**src/rtl/debounce_pkg.sv**
```systemverilog
// debounce_pkg: parameter limits and counter sizing shared by the debounce logic.
package debounce_pkg;
    localparam int CHANNELS_MIN = 1;
    localparam int CHANNELS_MAX = 32;
    localparam int STABLE_MIN   = 1;
    localparam int STABLE_MAX   = 65535;
    localparam int SYNC_MIN     = 2;
    localparam int SYNC_MAX     = 4;

    function automatic int cnt_width(input int stable_cnt);
        return $clog2(stable_cnt + 1);
    endfunction
endpackage

```
**src/rtl/debounce_channel.sv**
```systemverilog
// debounce_channel: one input's synchroniser, stability counter and edge pulses.
module debounce_channel
    import debounce_pkg::*;
#(
    parameter int STABLE_CNT  = 7,
    parameter int SYNC_STAGES = 2,
    parameter bit INIT_LEVEL  = 1'b0
) (
    input  logic clk,
    input  logic clear_n,
    input  logic tick,
    input  logic raw_in,
    output logic out,
    output logic rise,
    output logic fall
);
    localparam int CW = cnt_width(STABLE_CNT);
    localparam logic [CW-1:0] LAST = CW'(STABLE_CNT - 1);

    logic [SYNC_STAGES-1:0] sync_q, sync_d;
    logic [CW-1:0] cnt_q, cnt_d;
    logic out_q, out_d, rise_q, rise_d, fall_q, fall_d;
    logic sync, agree, load;

    assign sync   = sync_q[SYNC_STAGES-1];
    assign agree  = sync == out_q;
    assign load   = tick && !agree && cnt_q == LAST;
    assign sync_d = {sync_q[SYNC_STAGES-2:0], raw_in};
    // a single agreeing sample abandons any pending change
    assign cnt_d  = !tick ? cnt_q : (agree || load) ? '0 : cnt_q + CW'(1);
    assign out_d  = load ? sync : out_q;
    assign rise_d = load && sync;
    assign fall_d = load && !sync;

    always_ff @(posedge clk) begin
        if (!clear_n) begin
            sync_q <= {SYNC_STAGES{INIT_LEVEL}};
            cnt_q  <= '0;
            out_q  <= INIT_LEVEL;
            rise_q <= 1'b0;
            fall_q <= 1'b0;
        end else begin
            sync_q <= sync_d;
            cnt_q  <= cnt_d;
            out_q  <= out_d;
            rise_q <= rise_d;
            fall_q <= fall_d;
        end
    end

    assign out  = out_q;
    assign rise = rise_q;
    assign fall = fall_q;
endmodule

```
**src/rtl/debounce_bank.sv**
```systemverilog
// debounce_bank: CHANNELS independent debouncers with a shared change flag.
module debounce_bank
    import debounce_pkg::*;
#(
    parameter int CHANNELS    = 4,
    parameter int STABLE_CNT  = 7,
    parameter int SYNC_STAGES = 2,
    parameter bit INIT_LEVEL  = 1'b0
) (
    input  logic                clk,
    input  logic                clear_n,
    input  logic                tick,
    input  logic [CHANNELS-1:0] raw_in,
    output logic [CHANNELS-1:0] out,
    output logic [CHANNELS-1:0] rise,
    output logic [CHANNELS-1:0] fall,
    output logic                any_change
);
    if (CHANNELS < CHANNELS_MIN || CHANNELS > CHANNELS_MAX ||
        STABLE_CNT < STABLE_MIN || STABLE_CNT > STABLE_MAX ||
        SYNC_STAGES < SYNC_MIN || SYNC_STAGES > SYNC_MAX) begin : g_bad_params
        $error("debounce_bank: illegal parameters CHANNELS=%0d STABLE_CNT=%0d SYNC_STAGES=%0d",
               CHANNELS, STABLE_CNT, SYNC_STAGES);
    end

    for (genvar g = 0; g < CHANNELS; g++) begin : g_ch
        debounce_channel #(
            .STABLE_CNT (STABLE_CNT),
            .SYNC_STAGES(SYNC_STAGES),
            .INIT_LEVEL (INIT_LEVEL)
        ) u_ch (
            .clk    (clk),
            .clear_n(clear_n),
            .tick   (tick),
            .raw_in (raw_in[g]),
            .out    (out[g]),
            .rise   (rise[g]),
            .fall   (fall[g])
        );
    end

    assign any_change = |(rise | fall);
endmodule
```
**config.mk**
```make
export PLATFORM = sky130hd
export DESIGN_NAME = debounce_bank
export DESIGN_NICKNAME = d
export VERILOG_FILES = /design/src/rtl/debounce_pkg.sv /design/src/rtl/debounce_channel.sv /design/src/rtl/debounce_bank.sv
export SDC_FILE = /design/constraint.sdc
export NUM_CORES = 1
export LEC_CHECK = 0
export BUFFER_PORTS_ARGS = -buffer_cell sky130_fd_sc_hd__clkbuf_2
export CORE_ASPECT_RATIO = 1.25
export CORE_MARGIN = 4
export CORE_UTILIZATION = 54
export DETAILED_ROUTE_END_ITERATION = 8
export GPL_TIMING_DRIVEN = 0
export PLACE_DENSITY = 0.76
export SYNTH_ARGS = -nofsm -noshare
export SYNTH_HDL_FRONTEND = slang
export SYNTH_HIERARCHICAL = 1
export SYNTH_SLANG_ARGS = --single-unit
```
**constraint.sdc**
```tcl
create_clock -name clk -period 1.2 [get_ports clk]
set_input_delay 0.12 -clock clk [delete_from_list [all_inputs] [get_ports clk]]
set_output_delay 0.12 -clock clk [all_outputs]
set_load 0.02 [all_outputs]
```
==> metrics.cfg, run 1 <==
[status]
status = finished, violations left
failed_checks = setup timing

[global_route]
grt_antenna_before_repair = 0
grt-ovfl-total = 0
grt_pass1_vias = 863
grt_max_degree = 21
grt_first_pass_wirelength_mm = 3.594
grt.total_usage_pct = 15.57

[worst_setup_path]
crit_family = simple AND/OR/NAND/NOR gates
worstRegToRegCells = 5
critical_path_class = reg2out
crit_path_end_kind = output port
cp_max_fo = 2
worstReg2RegStart = g_ch[1].u_ch/cnt_q[0]
cp.arrival_ps = 1190
reg2reg_to = g_ch[1].u_ch/cnt_q[1]
crit_buf_inv = 1
crit_chain = nor4_4 > nand2_1 > buf_6
crit_path_max_incr_delay_ps = 340
r2r_setup_slack_ps = 80
crit_slowest_cell = dfxtp_2
worstPathRequired_ps = 1080
start_kind = register

[synth]
muxShareOfSynthArea_pct = 3.098
netlist_area_um2 = 1292
synth-simple-area-share_pct = 19.85
synth_fa_ha_area_share_pct = 7.744
synth_compound_area_share_pct = 7.744
synth_fp_nets = 138
syn_area_per_cell_um2 = 10.51
synth_cell_type_count = 17
synth_top_family_by_area = simple AND/OR/NAND/NOR gates
seq_area_frac_synth_pct = 49.56
synth_xor_area_share_pct = 8.132
synth-seq-cells = 32
yosys_warnings = 6
synthCells = 123

[layout]
areaGrowthSynthToFinish_pct = 23.04
layout-drive-gt1-share_pct = 32.24
nNetsFinal = 167
antennaDiodeCount = 0
post-route-util_pct = 71.16

[routing]
drc_errors = 0
drtPass1Iterations = 4
vias = 914
drtAntennaViolNets = 0
vias_per_cell = 4.995
wl_per_cell_um = 11.63
drt_iter0_markers = 16
wirelength_mm = 2.129

[power]
total_power_uw = 1907
p_leak_uw = 0.0006996
p_per_area_nw_per_um2 = 1199
ir_worst_vdd_v = 0.0009795

[timing]
worstMarginPinSlew_ps = 404.5
rsz0062_at_grt = yes
slew_headroom_pct = 73.04
min_period_over_period_pct = 109.2
finalHoldViolCount = 0
report.final.slew_viol_count = 0
whs_ps = 77.50
clock.fmax_mhz = 762.9
fin_skew_ps = 4.351
fin_crit_ps = 1311
setup_ws_ps = -110.9
setup_viol = 1

[clock_tree]
root_buffer = clkbuf_4
post_cts_buffers = 0
cts.path.max_buffers = 2
h-tree-depth = 2
clkSinkCount = 32
cts_tree = built
cts.clk_slew.worst_paths_ps = 90
numCtsBuffers = 5
clkLatencyLatePin_ps = 320

[floorplanning]
core.rowCount = 19
core-area_um2 = 2235
die_w_um = 51.76
die_area_um2 = 3245
start_util_pct = 57.84
die_h_um = 62.70
io_pins = 20

[placed_design]
portBuffers = 18
hpwl_mm = 1.491
gp_congestion = 0.7038

[worst_hold_path]
min_path_cells = 2
hp-start = tick
hp-class = in2reg
hold_path_end = g_ch[2].u_ch/cnt_q[1]

[job]
max-cap-violations = 0

[power breakdown]
group          total (µW)  internal [µW]  switching (µW)
Clock                 656            332             324
Sequential           1110           1090            20.8
Combinational         139           67.8            71.5
[routing by layer]
| layer | track usage, % | vias to the layer above | wire, µm |
|---|---|---|---|
| met2 | 25.32 | 19 | 1111 |
| met1 | 15.40 | 421 | 855 |
| met4 | 8.197 | 0 | 51 |
| met3 | 8.592 | 6 | 112 |
| li1 | - | 468 | - |
| met5 | 0 | - | 0 |
[worst max-delay path by stage]
stage | from | end | slack [ps] | depth (start not counted)
floorplan | g_ch[0].u_ch/cnt_q[0] | g_ch[0].u_ch/cnt_q[1] | 120 | 5
global placement | g_ch[0].u_ch/cnt_q[0] | g_ch[0].u_ch/cnt_q[1] | 30 | 5
detailed placement | g_ch[0].u_ch/cnt_q[0] | g_ch[0].u_ch/cnt_q[1] | -10 | 5
CTS | g_ch[2].u_ch/rise | any_change | -150 | 3
global route | g_ch[0].u_ch/fall | any_change | -200 | 3
finish | g_ch[0].u_ch/fall | any_change | -110 | 3
[cell usage in the layout, fill, tap and decap left out, drive strengths merged]
master / count
clkbuf: 24
and2: 8
nor2b: 4
nor2: 12
dfxtp: 32
xnor2: 4
inv: 8
nand4: 4
mux2i: 4
o211ai: 4
dlygate4sd3: 4
nand3: 4
nor4: 2
a211oi: 4
xor2: 8
nand2: 5
nor3b: 8
buf: 5
ha: 8
[cell type report]
| cell class | count | area (µm²) |
|---|---|---|
| timing repair buffer | 22 | 136.4 |
| multi-input combinational | 79 | 651.9 |
| sequential | 32 | 648.1 |
| tap | 31 | 38.79 |
| inverter | 8 | 30.03 |
| fill | 195 | 644.4 |
| clock buffer | 7 | 65.06 |
| buffer | 4 | 20.02 |
[sequential cells by signal (all words and copies together) (netlist names)]
name / count
g_ch.u_ch/sync_q: 8
g_ch.u_ch/cnt_q: 12
g_ch.u_ch/out: 4
g_ch.u_ch/fall: 4
g_ch.u_ch/rise: 4
[synthesized netlist by cell type]
master    number  area [µm²]
inv_1          8       30.03
mux2i_1        4       40.04
nor4_1         2       12.51
dfxtp_1       32       640.6
nand4_1        4       25.02
xnor2_1        4       35.03
and2_1         8       50.05
nor2b_1        4       25.02
buf_2          4       20.02
ha_1           8       100.1
a211oi_2       4       50.05
nor3b_1        8       60.06
nor2_1        12       45.04
nand3_1        4       20.02
xor2_1         8       70.07
nand2_1        5       18.77
o211ai_2       4       50.05
[logic make-up after synthesis]
kind of cell | Yosys count
buffers and inverters | 12
adders and majority gates | 8
AOI/OAI and AO/OA | 8
xor gates and xnor gates | 12
muxes | 4
and+or+nand+nor | 47
DFF | 32
[per-stage QoR]
| step | instance area [µm²] | setup slack [ps] | TNS (ps) | instances |
|---|---|---|---|---|
| after floorplan | 1292 | 117.1 | 0 | 123 |
| after global placement | 1421 | 31.37 | 0 | 172 |
| after detailed placement | 1421 | -12.63 | -12.63 | 172 |
| after CTS | 1549 | -151.7 | -151.7 | 183 |
| after global routing | 1590 | -200.4 | -200.4 | 183 |
| final | 1590 | -110.9 | -110.9 | 183 |
[timing repair]
item | CTS | global route
setup endpoints to repair | 4 | 5
resized for setup | 7 | 10
hold endpoints to repair | 4 | 0
pin swaps | 1 | 4
hold buffers | 4 | 0
No activity file was read; power rests on OpenSTA's default activity.
==> inputs of run 2 (changes only) <==
--- a/config.mk
+++ b/config.mk
@@ -5,13 +5,15 @@
 export SDC_FILE = /design/constraint.sdc
 export NUM_CORES = 1
 export LEC_CHECK = 0
+export ABC_AREA = 0
 export BUFFER_PORTS_ARGS = -buffer_cell sky130_fd_sc_hd__clkbuf_2
 export CORE_ASPECT_RATIO = 1.25
 export CORE_MARGIN = 4
 export CORE_UTILIZATION = 54
+export CTS_CLUSTER_SIZE = 30
 export DETAILED_ROUTE_END_ITERATION = 8
 export GPL_TIMING_DRIVEN = 0
-export PLACE_DENSITY = 0.76
+export PLACE_DENSITY = 0.75
 export SYNTH_ARGS = -nofsm -noshare
 export SYNTH_HDL_FRONTEND = slang
 export SYNTH_HIERARCHICAL = 1
==> metrics.cfg, run 2 (synthesized netlist as in run 1, its figures left out) <==
[worst_setup_path]
crit_path_end_kind = output port
critical_path_class = reg2out
start_kind = register
cp_max_fo = 2  ; unchanged
worstPathRequired_ps = 1080  ; about the same
cp.arrival_ps = 1160  ; -30 ps

[floorplanning]
die_w_um = 51.76  ; unchanged
start_util_pct = 57.84  ; unchanged
core.rowCount = 19  ; unchanged
core-area_um2 = 2235  ; unchanged
die_area_um2 = 3245  ; unchanged
die_h_um = 62.70  ; unchanged
io_pins = 20  ; unchanged

[global_route]
grt_max_degree = 21  ; unchanged
grt-ovfl-total = 0  ; unchanged
grt_antenna_before_repair = 0  ; unchanged
grt.total_usage_pct = 13.92  ; -1.6 points
grt_first_pass_wirelength_mm = 3.532  ; -1.7%
grt_pass1_vias = 885  ; +2.5%

[layout]
finalInstanceArea_um2 = 1590  ; unchanged
multi_input_area_um2 = 634.4  ; -2.7%
seq_area_um2 = 648.1  ; unchanged
post-route-util_pct = 71.16  ; unchanged
layout_common_cells = 26 x dfxtp_1, 17 x clkbuf_2, 12 x nor2_1
nFillCells = 199  ; +2.1%
top_register = g_ch.u_ch/cnt_q
antennaDiodeCount = 0  ; unchanged
top_regs = g_ch.u_ch/cnt_q (12), g_ch.u_ch/sync_q (8)
fin_cells = 185  ; +1.1%
layout_commonest_cell = dfxtp_1
areaGrowthSynthToFinish_pct = 23.04  ; unchanged
largest_reg_flops = 12  ; unchanged
layout-drive-gt1-share_pct = 35.06  ; +2.8 points
nNetsFinal = 168  ; +0.60%

[clock_tree]
cts.clk_slew.worst_paths_ps = 100  ; about the same
clkSinkCount = 32  ; unchanged
numCtsBuffers = 5  ; unchanged
root_buffer = clkbuf_4
cts.path.max_buffers = 2  ; unchanged
h-tree-depth = 2  ; unchanged
clkLatencyLatePin_ps = 310  ; about the same
cts_tree = built

[timing]
rsz0062_at_grt = yes
worstMarginPinSlew_ps = 368.2  ; -36.25 ps
min_period_over_period_pct = 107.0  ; -2.2 points
report.final.slew_viol_count = 0  ; unchanged
slew_headroom_pct = 75.45  ; +2.4 points
finalHoldViolCount = 0  ; unchanged
fin_crit_ps = 1284  ; -27.00 ps
clock.fmax_mhz = 778.9  ; +2.1%
whs_ps = 12.38  ; -65.11 ps
setup_viol = 1  ; unchanged
setup_ws_ps = -83.87  ; +27.00 ps
fin_skew_ps = 3.534  ; -0.8166 ps

[placed_design]
gp_congestion = 0.6857  ; -2.6%
placed_cell_area_um2 = 1421  ; unchanged
hpwl_mm = 1.518  ; +1.8%
portBuffers = 18  ; unchanged
dp.cells = 172  ; unchanged

[routing]
drtPass1Iterations = 4  ; unchanged
wl_per_cell_um = 11.55  ; -0.76%
wirelength_mm = 2.136  ; +0.33%
vias = 917  ; +0.33%
drt_iter0_markers = 12  ; -4
drtAntennaViolNets = 0  ; unchanged
drc_errors = 0  ; unchanged
vias_per_cell = 4.957  ; -0.76%

[worst_hold_path]
hp-class = in2reg

[power]
ir_worst_vdd_v = 0.0009383  ; -4.2%
p_leak_uw = 0.0007070  ; +1.1%
p_per_area_nw_per_um2 = 1273  ; +6.2%

[status]
failed_checks = setup timing
status = finished, violations left

[job]
max-cap-violations = 0  ; unchanged

run 2: power by group:
part           total (µW)  switching, µW  internal (µW)
logic                 134           69.1           64.6
clock network         780            346            434
registers            1110           20.4           1090
run 2: layout make-up:
| type | count | area share, % |
|---|---|---|
| sequential | 32 | 40.76 |
| multi-input combinational | 79 | 39.89 |
| timing repair buffer | 23 | 8.733 |
| clock inverter | 3 | 2.675 |
| tap | 31 | 2.439 |
| clock buffer | 5 | 2.360 |
| inverter | 8 | 1.888 |
| buffer | 4 | 1.259 |
run 2: path summary, 6_finish.rpt:
path                                        startpoint                      to  slack (ps)  cells after the start
worst max-delay path                 g_ch[3].u_ch/fall              any_change         -80                      3
worst min-delay path                         raw_in[2]  g_ch[2].u_ch/sync_q[0]          10                      2
worst max register to register   g_ch[0].u_ch/cnt_q[0]   g_ch[0].u_ch/cnt_q[1]          40                      5
worst min register to register  g_ch[1].u_ch/sync_q[0]  g_ch[1].u_ch/sync_q[1]         450                      1
run 2: timing repair:
| action | in CTS | in global routing |
|---|---|---|
| resized for setup | 8 | 6 |
| endpoints found under the hold margin | 0 | 1 |
| cloned | 0 | 0 |
| hold buffers | 0 | 1 |
| setup endpoints to repair | 5 | 5 |
| setup buffers | 1 | 3 |
| pin swaps | 1 | 3 |
run 2: metal layers:
metal  part of all wire, %  track usage (%)  up-vias
li1                      -                -      473
met1                    43            15.97      418
met2                    51            23.41       22
met3                   4.4            5.489        4
met4                   1.6            3.934        0
met5                     0                0        -
run 2: through the flow:
stage	setup slack [ps]	total power (µW)	setup TNS (ps)
final	-83.87	2025	-83.87
after global routing	-182.2	2133	-189.8
after detailed placement	-6.614	1257	-6.614
after global placement	42.41	1249	0
after CTS	-75.67	2044	-75.67
after floorplan	117.1	1224	0
run 2: worst max-delay path: stages (launching register included):
cell,delay (ps)
dfxtp_1,340
nor4_2,270
nand2_1,90
clkbuf_8,160
==> inputs of run 3 (changes only) <==
--- a/config.mk
+++ b/config.mk
@@ -5,15 +5,15 @@
 export SDC_FILE = /design/constraint.sdc
 export NUM_CORES = 1
 export LEC_CHECK = 0
-export ABC_AREA = 0
+export ABC_AREA = 1
 export BUFFER_PORTS_ARGS = -buffer_cell sky130_fd_sc_hd__clkbuf_2
 export CORE_ASPECT_RATIO = 1.25
 export CORE_MARGIN = 4
-export CORE_UTILIZATION = 54
+export CORE_UTILIZATION = 56
 export CTS_CLUSTER_SIZE = 30
 export DETAILED_ROUTE_END_ITERATION = 8
 export GPL_TIMING_DRIVEN = 0
-export PLACE_DENSITY = 0.75
+export PLACE_DENSITY = 0.77
 export SYNTH_ARGS = -nofsm -noshare
 export SYNTH_HDL_FRONTEND = slang
 export SYNTH_HIERARCHICAL = 1
==> constraint.sdc (replaced) <==
create_clock -name clk -period 1.34 [get_ports clk]
set_input_delay 0.134 -clock clk [delete_from_list [all_inputs] [get_ports clk]]
set_output_delay 0.134 -clock clk [all_outputs]
set_load 0.02 [all_outputs]
==> metrics.cfg, run 3 <==
[routing]
drtPass1Iterations = 4  ; unchanged
wirelength_mm = 2.469  ; +16%
drt_iter0_markers = 22  ; +10
wl_per_cell_um = 9.424  ; -18%
drtAntennaViolNets = 0  ; unchanged
vias_per_cell = 4.519  ; -8.8%
vias = 1184  ; +29%
drc_errors = 0  ; unchanged

[synth]
synth-edff-count = 0  ; unchanged
synthArstFlopShare_pct = 0  ; unchanged
synth_most_common_cell = nand2_1
synthCells = 199  ; +62%
netlist_area_um2 = 1508  ; +17%
synth_fp_nets = 214  ; +55%
syn_area_per_cell_um2 = 7.576  ; -28%
synth.area.top_cells = dfxtp_1 42%, nand2_1 14%, inv_1 12%, ha_1 6.6%, nand3_2 5.3%
synth-seq-cells = 32  ; unchanged
synth_cell_type_count = 14  ; -3
seq_area_frac_synth_pct = 42.49  ; -7.1 points
yosys_warnings = 6  ; unchanged
synth_top_area_share_pct = 42.49  ; -7.1 points
ys.flop_type = dfxtp_1
synth_common_cells = 57 x nand2_1, 48 x inv_1, 32 x dfxtp_1
synth_top_area_cell = dfxtp_1

[worst_setup_path]
worst_path_most_repeated_cell = nand2_1
crit_path_max_incr_delay_ps = 320  ; -20 ps
cp_max_fo = 2  ; unchanged
crit_slowest_cell = dfxtp_1
crit_path_end_kind = output port
worstPathRequired_ps = 1210  ; +130 ps
worstReg2RegStart = g_ch[2].u_ch/cnt_q[0]
cp.arrival_ps = 1030  ; -130 ps
startpoint = g_ch[2].u_ch/fall
critical_path_class = reg2out
start_kind = register
crit_chain = inv_1 > nand2_1 > nor2_1 > nand2_1 > clkbuf_2

[layout]
largest_reg_flops = 12  ; unchanged
nNetsFinal = 244  ; +45%
layout_commonest_cell = nand2_1
layout_common_cells = 57 x nand2_1, 48 x inv_1, 32 x dfxtp_1
top_register = g_ch.u_ch/cnt_q
areaGrowthSynthToFinish_pct = 16.02
post-route-util_pct = 69.90  ; -1.3 points
antennaDiodeCount = 0  ; unchanged
finalInstanceArea_um2 = 1749  ; +10%
top_regs = g_ch.u_ch/cnt_q (12), g_ch.u_ch/sync_q (8)
nFillCells = 220  ; +11%
layout-drive-gt1-share_pct = 23.58  ; -11 points

[clock_tree]
cts.clk_slew.worst_paths_ps = 90  ; about the same
clkSinkCount = 32  ; unchanged
post_cts_buffers = 0  ; -1
cts.repair.resized = 0  ; -8
cts.path.max_buffers = 2  ; unchanged
cts_tree = built
numCtsBuffers = 5  ; unchanged
root_buffer = clkbuf_4
h-tree-depth = 2  ; unchanged
clkLatencyLatePin_ps = 320  ; about the same

[power]
p_leak_uw = 0.0009921  ; +40%
power_frac_comb_pct = 7.7  ; +1.1 points
seqPwrFrac_pct = 57.8  ; +2.9 points
total_power_uw = 1711  ; -16%
power_switching_uw = 386.3  ; -11%
ir_worst_vdd_v = 0.0007296  ; -22%
switching_share_pct = 22.57  ; +1.1 points
p_per_area_nw_per_um2 = 978.2  ; -23%
pwr-share-clk_pct = 34.5  ; -4.0 points
p_int_uw = 1325  ; -17%

[timing]
rsz0062_at_grt = no
finalHoldViolCount = 0  ; unchanged
clock.fmax_mhz = 858.4
report.final.slew_viol_count = 0  ; unchanged
min_period_over_period_pct = 86.94
setup_ws_ps = 175.0  ; +258.9 ps
worstMarginPinSlew_ps = 519.3  ; +151.1 ps
setup_viol = 0  ; -1
fin_skew_ps = 3.926  ; +0.3919 ps
finalSetupTns_ps = 0  ; +83.87 ps
fin_crit_ps = 1165
slew_headroom_pct = 65.38  ; -10 points

[global_route]
use_met1_pct = 18.31  ; +2.3 points
grt_antenna_before_repair = 0  ; unchanged
grt_use_met2_pct = 29.64  ; +6.2 points
grt_max_degree = 25  ; +19%
grt-busiest-layer = met2
grt_util_met3_pct = 6.095  ; +0.61 points
grt.total_usage_pct = 17.12  ; +3.2 points
grt_first_pass_wirelength_mm = 4.478  ; +27%
grt_pass1_vias = 1158  ; +31%
grt-ovfl-total = 0  ; unchanged

[floorplanning]
core-area_um2 = 2502  ; +12%
die_w_um = 54.41  ; +5.1%
die_h_um = 66.01  ; +5.3%
io_pins = 20  ; unchanged
core.rowCount = 20  ; +1
die_area_um2 = 3592  ; +11%
start_util_pct = 60.25  ; +2.4 points

[placed_design]
hpwl_mm = 1.913  ; +26%
placed_cell_area_um2 = 1644  ; +16%
gp_congestion = 0.6891  ; +0.50%
pre_cts_ws_ps = 247.1  ; +253.7 ps
portBuffers = 19  ; +1

[status]
status = completed

[worst_hold_path]
hp-start = clear_n
hp-class = in2reg

[job]
max-cap-violations = 0  ; unchanged

run 3: cell count changes in the layout (fill, tap and decap cells not counted), moves of 6 or more:
cell,delta
nand2_1,+52
inv_1,+40
and2_1,-8
nor3b_1,-8
dfxtp_1,+6
dfxtp_2,-6
run 3: final timing paths:
kind / endpoint / slack [ps] / cells after the start
hold reg to reg: g_ch[3].u_ch/sync_q[1] / 420 / 2
setup / recovery: any_change / 180 / 5
hold / removal: g_ch[3].u_ch/sync_q[1] / 340 / 3
setup reg to reg: g_ch[2].u_ch/cnt_q[0] / 250 / 7
run 3: layout make-up:
cell class,instances,area [µm²],area share (%)
inverter,52,200.2,11.44
multi-input combinational,115,666.9,38.13
sequential,32,640.6,36.62
clock buffer,7,65.06,3.720
tap,33,41.29,2.361
timing repair buffer,23,135.1,7.725
run 3: kinds of logic after synthesis:
family                   Yosys count  synth area share (%)
AND/OR/NAND/NOR                   95                 30.62
buffers and inverters             52                 13.28
flip-flops                        32                 42.49
XOR/XNOR                           8                 4.647
adder cells (fa/ha/maj)            8                 6.639
AO/OA/AOI/OAI                      4                 2.323
run 3: per-stage QoR:
| step | hold slack [ps] | std cells |
|---|---|---|
| after CTS | 326.8 | 262 |
| after global placement | 315.2 | 251 |
| after global routing | 373.3 | 262 |
| final | 342.2 | 262 |
| after detailed placement | 321.6 | 251 |
| after floorplan | 227.5 | 199 |
run 3: power by group through the flow:
stage / Sequential, µW / Combinational, µW / Clock, µW
after floorplan: 1010 / 80.7 / 0
after CTS: 989 / 133 / 620
final: 989 / 131 / 591
after global routing: 994 / 150 / 666
after detailed placement: 1010 / 123 / 0
after global placement: 1010 / 114 / 0
run 3: layer usage:
metal,up-vias,part of all wire [%]
li1,632,-
met5,-,0
met4,0,1.7
met2,18,52
met3,4,3.8
met1,530,43
run 3: repair_timing:
| action | CTS | global route |
|---|---|---|
| hold buffers | 4 | 0 |
| setup endpoints to repair | 0 | 0 |
| hold endpoints to repair | 4 | 0 |
run 3: critical path: cells and delay by family, from the launching register on:
kind | cells | cell delay, ps
AND/OR/NAND/NOR | 3 | 200
buffers and inverters | 2 | 200
flip-flops | 1 | 320
